### config.mk
export PLATFORM = sky130hd
export DESIGN_NAME = life_gen_sequencer
export DESIGN_NICKNAME = d
export VERILOG_FILES = /design/src/rtl/life_gen_sequencer.sv
export SDC_FILE = /design/constraint.sdc
export NUM_CORES = 1
export LEC_CHECK = 0
export CAP_MARGIN = 40
export CORE_ASPECT_RATIO = 1.5
export CORE_UTILIZATION = 45
export DETAILED_ROUTE_END_ITERATION = 7
export MAX_ROUTING_LAYER = met4
export PLACE_DENSITY = 0.77
export SYNTH_ARGS = -nofsm -noshare
export SYNTH_HDL_FRONTEND = slang
export SYNTH_SLANG_ARGS = --single-unit
### constraint.sdc
create_clock -name clk_i -period 3.3 [get_ports clk_i]
set_clock_uncertainty 0.05 [all_clocks]
set_input_delay 0.66 -clock clk_i [delete_from_list [all_inputs] [get_ports clk_i]]
set_output_delay 0.66 -clock clk_i [all_outputs]
set_load 0.05 [all_outputs]
### src/rtl/life_gen_sequencer.sv
// Streams frame columns from cell memory through a row-parallel shredder bank,
// one generation per WIDTH+3 cycles, writing each next-state column back in place.
module life_gen_sequencer #(
    parameter int WIDTH  = 8,
    parameter int HEIGHT = 8,
    parameter int AW     = 3,
    parameter int GEN_W  = 16
) (
    input  logic              clk_i,
    input  logic              rst_ni,
    input  logic              start_i,
    input  logic [GEN_W-1:0]  gen_count_i,
    input  logic              abort_i,
    output logic              busy_o,
    output logic              done_o,
    output logic [GEN_W-1:0]  gen_done_cnt_o,
    output logic              mem_rd_en_o,
    output logic [AW-1:0]     mem_rd_addr_o,
    input  logic [HEIGHT-1:0] mem_rd_data_i,
    output logic              mem_wr_en_o,
    output logic [AW-1:0]     mem_wr_addr_o,
    output logic [HEIGHT-1:0] mem_wr_data_o,
    output logic              bank_clr_o,
    output logic [HEIGHT-1:0] bank_din_o,
    input  logic [HEIGHT-1:0] bank_next_i
);

    localparam int GEN_LEN = WIDTH + 3;
    localparam int PW      = $clog2(GEN_LEN);

    localparam logic [PW-1:0] FIRST_DIN  = PW'(1);
    localparam logic [PW-1:0] LAST_DIN   = PW'(WIDTH);
    localparam logic [PW-1:0] FIRST_WR   = PW'(3);
    localparam logic [PW-1:0] LAST_PHASE = PW'(WIDTH + 2);

    typedef enum logic [1:0] {IDLE, CLR, STREAM, DONE} state_t;

    state_t            state_q, state_d;
    logic [PW-1:0]     phase_q, phase_d;
    logic [GEN_W-1:0]  genTarget_q, genTarget_d;
    logic [GEN_W-1:0]  genDoneCnt_q, genDoneCnt_d;
    logic              busy_q, busy_d;
    logic              done_q, done_d;
    logic              bankClr_q, bankClr_d;
    logic              rdEn_q, rdEn_d;
    logic [AW-1:0]     rdAddr_q, rdAddr_d;
    logic              wrEn_q, wrEn_d;
    logic [AW-1:0]     wrAddr_q, wrAddr_d;
    logic              streamEn_q, streamEn_d;
    logic              inRun;

    // Next state, then every strobe is derived from the phase it will be in,
    // so all outputs come straight from registers.
    always_comb begin
        state_d      = state_q;
        phase_d      = phase_q;
        genTarget_d  = genTarget_q;
        genDoneCnt_d = genDoneCnt_q;

        case (state_q)
            IDLE: begin
                if (start_i) begin
                    genDoneCnt_d = '0;
                    if (gen_count_i != '0) begin
                        genTarget_d = gen_count_i;
                        state_d     = CLR;
                        phase_d     = '0;
                    end else begin
                        state_d = DONE;
                    end
                end
            end
            CLR, STREAM: begin
                // The final write happens during the last phase, so that
                // generation counts as complete even if abort arrives with it.
                if (phase_q == LAST_PHASE) begin
                    genDoneCnt_d = genDoneCnt_q + 1'b1;
                end
                if (abort_i) begin
                    state_d = DONE;
                end else if (phase_q == LAST_PHASE) begin
                    if (genDoneCnt_d == genTarget_q) begin
                        state_d = DONE;
                    end else begin
                        state_d = CLR;
                        phase_d = '0;
                    end
                end else begin
                    state_d = STREAM;
                    phase_d = phase_q + 1'b1;
                end
            end
            DONE: begin
                state_d = IDLE;
            end
            default: begin
                state_d = IDLE;
            end
        endcase

        inRun      = (state_d == CLR) || (state_d == STREAM);
        busy_d     = inRun;
        done_d     = (state_d == DONE);
        bankClr_d  = (state_d == CLR);
        rdEn_d     = inRun && (phase_d < LAST_DIN);
        rdAddr_d   = rdEn_d ? AW'(phase_d) : '0;
        streamEn_d = inRun && (phase_d >= FIRST_DIN) && (phase_d <= LAST_DIN);
        wrEn_d     = inRun && (phase_d >= FIRST_WR);
        wrAddr_d   = wrEn_d ? AW'(phase_d - FIRST_WR) : '0;
    end

    always_ff @(posedge clk_i) begin
        if (!rst_ni) begin
            state_q      <= IDLE;
            phase_q      <= '0;
            genTarget_q  <= '0;
            genDoneCnt_q <= '0;
            busy_q       <= 1'b0;
            done_q       <= 1'b0;
            bankClr_q    <= 1'b0;
            rdEn_q       <= 1'b0;
            rdAddr_q     <= '0;
            wrEn_q       <= 1'b0;
            wrAddr_q     <= '0;
            streamEn_q   <= 1'b0;
        end else begin
            state_q      <= state_d;
            phase_q      <= phase_d;
            genTarget_q  <= genTarget_d;
            genDoneCnt_q <= genDoneCnt_d;
            busy_q       <= busy_d;
            done_q       <= done_d;
            bankClr_q    <= bankClr_d;
            rdEn_q       <= rdEn_d;
            rdAddr_q     <= rdAddr_d;
            wrEn_q       <= wrEn_d;
            wrAddr_q     <= wrAddr_d;
            streamEn_q   <= streamEn_d;
        end
    end

    // Read data and bank results pass through unregistered to keep the stream gapless.
    assign bank_din_o     = streamEn_q ? mem_rd_data_i : '0;
    assign mem_wr_data_o  = wrEn_q ? bank_next_i : '0;
    assign busy_o         = busy_q;
    assign done_o         = done_q;
    assign gen_done_cnt_o = genDoneCnt_q;
    assign mem_rd_en_o    = rdEn_q;
    assign mem_rd_addr_o  = rdAddr_q;
    assign mem_wr_en_o    = wrEn_q;
    assign mem_wr_addr_o  = wrAddr_q;
    assign bank_clr_o     = bankClr_q;

endmodule

==> impl_results.rst, run 1 <==
.. list-table::
   :header-rows: 1

   * - Metric
     - Value
   * - Initial antenna violation count
     - 0
   * - Num ports
     - around 80
   * - Post-Synthesis Cell Area
     - 3160 um2
   * - Total track usage
     - 25.9%
   * - Die area
     - about 7400 um2
   * - Antenna viol nets, final
     - 0
   * - Number of max-cap violations
     - 0
   * - Root buffer cell
     - sky130_fd_sc_hd__clkbuf_8
   * - Area of all placed cells without fillers
     - 4560 um2
   * - Number of sinks on the clock net
     - 50
   * - Number of buffers added by the clock tree synthesis step
     - 5
   * - Largest cells by area after synthesis
     - sky130_fd_sc_hd__dfxtp_1 32%, sky130_fd_sc_hd__nor2b_1 6.1%, sky130_fd_sc_hd__and2_1 5.5%
   * - Final number of max-transition violations
     - 0
   * - Number of nets in the finished design
     - 546
   * - Layout Area Growth over Synthesis
     - 44.3%
   * - Proportion of synthesized chip area in sequential cells
     - 31.7%
   * - Synth Register Bits
     - 50
   * - Share of async-settable or async-resettable flops after synthesis
     - 0%
   * - Placed Cells incl. Taps
     - 564
   * - Synth area leader
     - sky130_fd_sc_hd__dfxtp_1
   * - Drt drc
     - 2
   * - Clk pin slew, worst setup/hold paths
     - 80 ps
   * - Vert. Die Dim
     - 105 um
   * - CP dominant cell by count
     - sky130_fd_sc_hd__buf_4
   * - Power per standard cell area
     - 506 nW/um2
   * - Count of cell types in the netlist
     - 56
   * - VDD IR max
     - 245 uV
   * - Largest net degree at the start of global routing
     - 25
   * - Critical path launch point type
     - register
   * - Place WS
     - -111 ps
   * - Final setup fails
     - 0
   * - Post-synth top flop
     - sky130_fd_sc_hd__dfxtp_1
   * - Commonest non-fill, non-tap cells in the layout
     - 78 x sky130_fd_sc_hd__clkdlybuf4s50_1, 48 x sky130_fd_sc_hd__buf_4, 37 x sky130_fd_sc_hd__dfxtp_1
   * - Average routed wire per standard cell
     - 16.1 um
   * - Buf/Inv on CP
     - 6
   * - Time the worst path needs with I/O delays and setup
     - 3280 ps
   * - Starting density of the core
     - 46.4%
   * - Final setup slack of the worst path
     - 16.3 ps
   * - Met1 track demand over resource in global routing
     - 25.5%
   * - Iteration-0 DRC count of the detailed router
     - between 100 and 150
   * - Routed via count divided by cell count
     - approximately 5.6
   * - Kind of end point of the critical path
     - register
   * - Placed Instance Area
     - 4340 um2
   * - Mapped Cells
     - 387
   * - Via count of the first global-routing pass
     - 3096
   * - Cell family contributing the most delay on the critical path
     - simple AND/OR/NAND/NOR gates
   * - Number of I/O port buffers
     - 78
   * - Later-pin clock latency in the skew report
     - 320 ps
   * - Required time of the critical path
     - 3460 ps
   * - First drt pass iteration count
     - 6
   * - Top cell type's share of synthesized area
     - 31.7%
   * - Static leakage
     - 1.83 nW
   * - Post-DP HPWL
     - 7.13 mm
   * - Die span in x
     - 70.4 um
   * - Unrepaired setup endpoints after global routing
     - true
   * - Maximum level of the CTS H-tree
     - 2
   * - Tightest Hold Check Type
     - reg2reg
   * - Via total after detailed routing
     - 3224
   * - Synthesized area divided by synthesized cell count
     - between 8 and 9 um2
   * - Global Route met2 Usage
     - 48.9%
   * - Highest net fanout along the worst path
     - 5
   * - Violated checks
     - DRC
   * - Number of flops mapped to enable cells by yosys
     - 0
   * - Synthesized net count
     - around 430
   * - Final global-route overflow total
     - 0
   * - Count of final hold-check violations
     - 0
   * - Total power of the final layout
     - 0.00231 W
   * - Measured slew at the worst slew-check pin
     - 636 ps
   * - Number of placement rows
     - 37
   * - Worst hold margin
     - between 400 and 500 ps
   * - Total wire length
     - just over 9 mm
   * - Start-to-end type of the worst setup path
     - reg2reg
   * - TritonCTS clock tree
     - yes
   * - Number of inserted diodes
     - 0
   * - Ys Warns
     - 0
   * - List of cells traversed by the critical path
     - inv_2 -> ha_4 -> nand4b_4 -> buf_6 -> nor4_4 -> buf_4 -> buf_4 -> a21oi_1 -> o221ai_2 -> nor4_4 -> and3_1 -> nor2_2 -> inv_1 -> buf_4 -> ha_1 -> nor3b_1 -> nor2_1 -> mux2_4
   * - Wire length of the first global-routing pass
     - 14.6 mm
   * - Outcome
     - finished, violations left
   * - Placeable core region
     - roughly 6800 um2
   * - Most frequent standard cell in the layout excluding fill and tap cells
     - sky130_fd_sc_hd__clkdlybuf4s50_1
   * - Max frequency
     - 305 MHz
   * - Maximum single-stage delay on the critical path
     - approximately 340 ps
   * - Critical Path Slowest Stage Cell
     - sky130_fd_sc_hd__dfxtp_2
   * - Placer congestion estimate
     - 0.912
   * - Deepest clock path buffer count
     - 2
   * - Grt met3 use
     - 4.15%
   * - Most utilized layer in the global route result
     - met2
   * - Part of the cycle the worst path needs
     - 99.5%
   * - Post-cts hold buffer count
     - 0
   * - Fin cells
     - 579
   * - Arrival time at the worst endpoint
     - 3440 ps
   * - Share of final-layout standard cells stronger than drive strength 1
     - 19.6%
   * - Max-slew headroom at the worst pin
     - 57.5%
cell usage after synthesis, types with 8 or more instances:
| cell | count |
|---|---|
| sky130_fd_sc_hd__nor3_1 | 19 |
| sky130_fd_sc_hd__clkbuf_1 | 17 |
| sky130_fd_sc_hd__xor2_1 | 9 |
| sky130_fd_sc_hd__mux2i_1 | 15 |
| sky130_fd_sc_hd__o21ai_0 | 17 |
| sky130_fd_sc_hd__and3_1 | 8 |
| sky130_fd_sc_hd__dfxtp_1 | 50 |
| sky130_fd_sc_hd__inv_1 | 13 |
| sky130_fd_sc_hd__nand2_1 | 31 |
| sky130_fd_sc_hd__nor2_1 | 17 |
| sky130_fd_sc_hd__nor2b_1 | 31 |
| sky130_fd_sc_hd__a21oi_1 | 22 |
| sky130_fd_sc_hd__and2_1 | 28 |
| sky130_fd_sc_hd__nand3_1 | 10 |
| sky130_fd_sc_hd__ha_1 | 10 |
layer usage:
layer  vias to the layer above  routed length [um]
met4                         0                 253
li1                       1591                   -
met5                         -                   0
met1                      1505                3510
met2                       109                5100
met3                        19                 475
through the flow:
step                TNS, ps  utilization (%)
global route           -690             67.0
CTS                       0             65.9
floorplan                 0                -
finish                    0             67.0
global placement       -490             63.7
detailed placement     -250             63.7
cells by family after synthesis:
family | after synthesis | share of synthesized area (%)
AO/OA/AOI/OAI | 70 | 14.2
XOR/XNOR | 17 | 5.15
adder cells (fa/ha/maj) | 10 | 3.96
buffers and inverters | 35 | 4.35
flip-flops | 50 | 31.7
multiplexers | 17 | 5.46
AND/OR/NAND/NOR | 188 | 35.2
worst register-to-register path, cell delays in order, from the launching register on:
cell,delay (ps)
sky130_fd_sc_hd__dfxtp_2,340
sky130_fd_sc_hd__inv_2,70
sky130_fd_sc_hd__ha_4,160
sky130_fd_sc_hd__nand4b_4,160
sky130_fd_sc_hd__buf_6,170
sky130_fd_sc_hd__nor4_4,310
sky130_fd_sc_hd__buf_4,180
sky130_fd_sc_hd__buf_4,120
sky130_fd_sc_hd__a21oi_1,80
sky130_fd_sc_hd__o221ai_2,240
sky130_fd_sc_hd__nor4_4,70
sky130_fd_sc_hd__and3_1,160
sky130_fd_sc_hd__nor2_2,160
sky130_fd_sc_hd__inv_1,80
sky130_fd_sc_hd__buf_4,130
sky130_fd_sc_hd__ha_1,170
sky130_fd_sc_hd__nor3b_1,210
sky130_fd_sc_hd__nor2_1,70
sky130_fd_sc_hd__mux2_4,260
where the power goes:
part           total, W  switching (W)  internal, W
Combinational   0.00122       0.000680     0.000538
Sequential     0.000714      0.0000507     0.000663
Clock          0.000375       0.000205     0.000169
Total           0.00231       0.000935      0.00137
area by class of cell:
class / count / area, um2
multi-input combinational: 302 / 2120
sequential: 50 / 1040
inverter: 13 / 51.3
fill: 589 / 2250
tap: 78 / 97.6
clock inverter: 1 / 5.00
timing repair buffer: 128 / 1160
clock buffer: 7 / 86.3
flip-flops by register name (all words and copies together), names as in the netlist:
| name | cells |
|---|---|
| bank_clr_o | 1 |
| busy_o | 1 |
| done_o | 1 |
| genTarget_q | 16 |
| gen_done_cnt_o | 16 |
| mem_rd_addr_o | 3 |
| mem_rd_en_o | 1 |
| mem_wr_addr_o | 3 |
| mem_wr_en_o | 1 |
| phase_q | 4 |
| state_q | 2 |
| streamEn_q | 1 |
worst paths after layout:
path / cells past startpoint / startpoint / slack, ps / endpoint
max: 18 / phase_q[0] / 20 / streamEn_q
min reg2reg: 2 / genTarget_q[9] / 480 / genTarget_q[9]
min: 2 / genTarget_q[9] / 480 / genTarget_q[9]
max reg2reg: 18 / phase_q[0] / 20 / streamEn_q
what timing repair did:
item | in CTS | in global routing
pin swaps | 6 | 7
resized for setup | 3 | 16
buffers inserted | 6 | 2
setup endpoints to repair | 4 | 9
No activity file was read; power rests on OpenSTA's default activity.
==> run 2: changes to the inputs <==
--- a/config.mk
+++ b/config.mk
@@ -6,7 +6,7 @@
 export NUM_CORES = 1
 export LEC_CHECK = 0
 export CAP_MARGIN = 40
-export CORE_ASPECT_RATIO = 1.5
+export CORE_ASPECT_RATIO = 1.25
 export CORE_UTILIZATION = 45
 export DETAILED_ROUTE_END_ITERATION = 7
 export MAX_ROUTING_LAYER = met4
==> impl_results.rst, run 2 (synthesis gave the netlist of run 1 again) <==
.. list-table::
   :header-rows: 1

   * - Metric
     - Value
   * - Place WS
     - -70.4 ps
   * - Initial antenna violation count
     - 0
   * - Number of nets in the finished design
     - 531
   * - TritonCTS clock tree
     - yes
   * - Via total after detailed routing
     - approximately 3200
   * - Number of sinks on the clock net
     - 50
   * - Power per standard cell area
     - ~500 nW/um2
   * - Routed via count divided by cell count
     - 5.52
   * - Post-cts hold buffer count
     - 0
   * - Most frequent standard cell in the layout excluding fill and tap cells
     - sky130_fd_sc_hd__clkdlybuf4s50_1
   * - Tightest Hold Check Type
     - reg2reg
   * - Proportion of power drawn by flip-flops and latches
     - 31.9%
   * - Total track usage
     - 24.4%
   * - Kind of end point of the critical path
     - register
   * - Root buffer cell
     - sky130_fd_sc_hd__clkbuf_8
   * - Vert. Die Dim
     - 95.7 um
   * - Average routed wire per standard cell
     - 14.9 um
   * - Maximum single-stage delay on the critical path
     - around 470 ps
   * - Part of the cycle the worst path needs
     - a little over nine tenths
   * - Number of max-cap violations
     - 0
   * - Iteration-0 DRC count of the detailed router
     - 160
   * - Starting density of the core
     - 47.3%
   * - Placeable core region
     - approximately 6700 um2
   * - Post-DP HPWL
     - 6.52 mm
   * - Static leakage
     - about 1.7 nW
   * - Placed Cells incl. Taps
     - 560
   * - Final setup slack of the worst path
     - around 110 ps
   * - List of cells traversed by the critical path
     - inv_2 -> ha_4 -> nand4b_4 -> or4_4 -> a211oi_2 -> o221ai_2 -> nor4_4 -> nand2_2 -> a21oi_2 -> inv_1 -> ha_1 -> nand2b_4 -> buf_6 -> nor2_2 -> mux2_4
   * - Outcome
     - finished clean
   * - Num ports
     - 79
   * - Switching share of power
     - between 40% and 50%
   * - Internal Pwr Total
     - 0.00134 W
   * - Cell family contributing the most delay on the critical path
     - simple AND/OR/NAND/NOR gates
   * - Arrival time at the worst endpoint
     - between 3000 and 4000 ps
   * - Number of inserted diodes
     - 0
   * - Time the worst path needs with I/O delays and setup
     - 3190 ps
   * - Total wire length
     - 8.53 mm
   * - Portion of total power attributed to combinational logic
     - 50.6%
   * - Deepest clock path buffer count
     - 2
   * - Start-to-end type of the worst setup path
     - reg2reg
   * - Die area
     - 7370 um2
   * - Max-slew headroom at the worst pin
     - a little over half
   * - Maximum level of the CTS H-tree
     - 2
   * - Number of buffers added by the clock tree synthesis step
     - 5
   * - Share of final-layout standard cells stronger than drive strength 1
     - 16.7%
   * - Wire length of the first global-routing pass
     - 13.8 mm
   * - Drt drc
     - 0
   * - Critical Path Slowest Stage Cell
     - sky130_fd_sc_hd__or4_4
   * - Fin cells
     - 573
   * - Antenna viol nets, final
     - 0
   * - Critical path launch point type
     - register
   * - Placer congestion estimate
     - about 0.93
   * - Net switching power of the design
     - between 0.0008 and 0.0009 W
   * - Buf/Inv on CP
     - 3
   * - Clk network pwr share
     - 17.6%
   * - Global Route met2 Usage
     - 41.1%
   * - Final number of max-transition violations
     - 0
   * - Number of I/O port buffers
     - 78
   * - First drt pass iteration count
     - 4
   * - Largest net degree at the start of global routing
     - 24
   * - Unrepaired setup endpoints after global routing
     - true
   * - Die span in x
     - between 70 and 80 um
   * - Final setup fails
     - 0
   * - Later-pin clock latency in the skew report
     - roughly 300 ps
   * - Commonest non-fill, non-tap cells in the layout
     - 78 x sky130_fd_sc_hd__clkdlybuf4s50_1, 38 x sky130_fd_sc_hd__dfxtp_1, 34 x sky130_fd_sc_hd__buf_4
   * - Measured slew at the worst slew-check pin
     - 700 ps
   * - Highest net fanout along the worst path
     - 7
   * - Number of placement rows
     - 33
   * - Max frequency
     - 313 MHz
   * - Grt met3 use
     - 4.55%
   * - Final global-route overflow total
     - 0
   * - VDD IR max
     - approximately 320 uV
   * - Met1 track demand over resource in global routing
     - 26.7%
   * - Via count of the first global-routing pass
     - 3030
   * - Layout Area Growth over Synthesis
     - 41.3%
   * - Most utilized layer in the global route result
     - met2
   * - Clk pin slew, worst setup/hold paths
     - 90 ps
   * - Count of final hold-check violations
     - 0
   * - Required time of the critical path
     - ~3500 ps
-- run 2: cell types whose count changed in the layout (fill, tap and decap cells not counted), sizes merged --
cell | before | now
buf | 50 | 35
clkbuf | 7 | 8
clkinv | 1 | 0
-- run 2: cell type report --
cell class | count | area, um2
Sequential cell | 50 | 1040
Multi-Input combinational cell | 302 | 2120
Clock buffer | 8 | 101
Tap cell | 87 | 109
Inverter | 13 | 51.3
Timing Repair Buffer | 113 | 1050
Fill cell | 578 | 2220
-- run 2: power groups by stage --
stage	clock network [W]	logic, W	registers [W]
after global placement	0	0.00103	0.000722
final	0.000393	0.00113	0.000712
after CTS	0.000403	0.00106	0.000711
after detailed placement	0	0.00106	0.000726
after global routing	0.000426	0.00123	0.000721
after floorplan	0	0.000633	0.000785
-- run 2: final timing paths --
| kind | slack [ps] | from | cells past startpoint | endpoint |
|---|---|---|---|---|
| worst max-delay path | 110 | phase_q[0] | 15 | streamEn_q |
| worst min-delay path | 490 | genTarget_q[0] | 2 | genTarget_q[0] |
| worst max register to register | 110 | phase_q[0] | 15 | streamEn_q |
| worst min register to register | 490 | genTarget_q[0] | 2 | genTarget_q[0] |
-- run 2: worst min-delay path, stage by stage, from the launching register on --
cell and delay, ps:
sky130_fd_sc_hd__dfxtp_1 330, sky130_fd_sc_hd__mux2i_1 120, sky130_fd_sc_hd__nor2b_1 50
-- run 2: repair_timing --
item,in CTS,in global routing
gates resized for setup,0,17
hold endpoints to repair,0,0
buffers inserted,0,5
setup endpoints to repair,0,9
-- run 2: per-stage QoR --
step	power (W)	util (%)	TNS, ps	instance area (um2)	hold WS, ps
3_3_place_gp	0.00175	63.5	-32.2	4250	453
4_1_cts	0.00217	65.0	0	4350	495
5_1_grt	0.00238	66.7	-151	4460	514
2_1_floorplan	0.00142	-	0	3270	420
6_report	0.00223	66.7	0	4460	492
3_5_place_dp	0.00178	63.5	-81.3	4250	481
-- run 2: metal layers --
| layer | routed length, um | part of all wire, % |
|---|---|---|
| met5 | 0 | 0 |
| met3 | 426 | 5.0 |
| met2 | 4130 | 48 |
| met4 | 420 | 4.9 |
| met1 | 3560 | 42 |
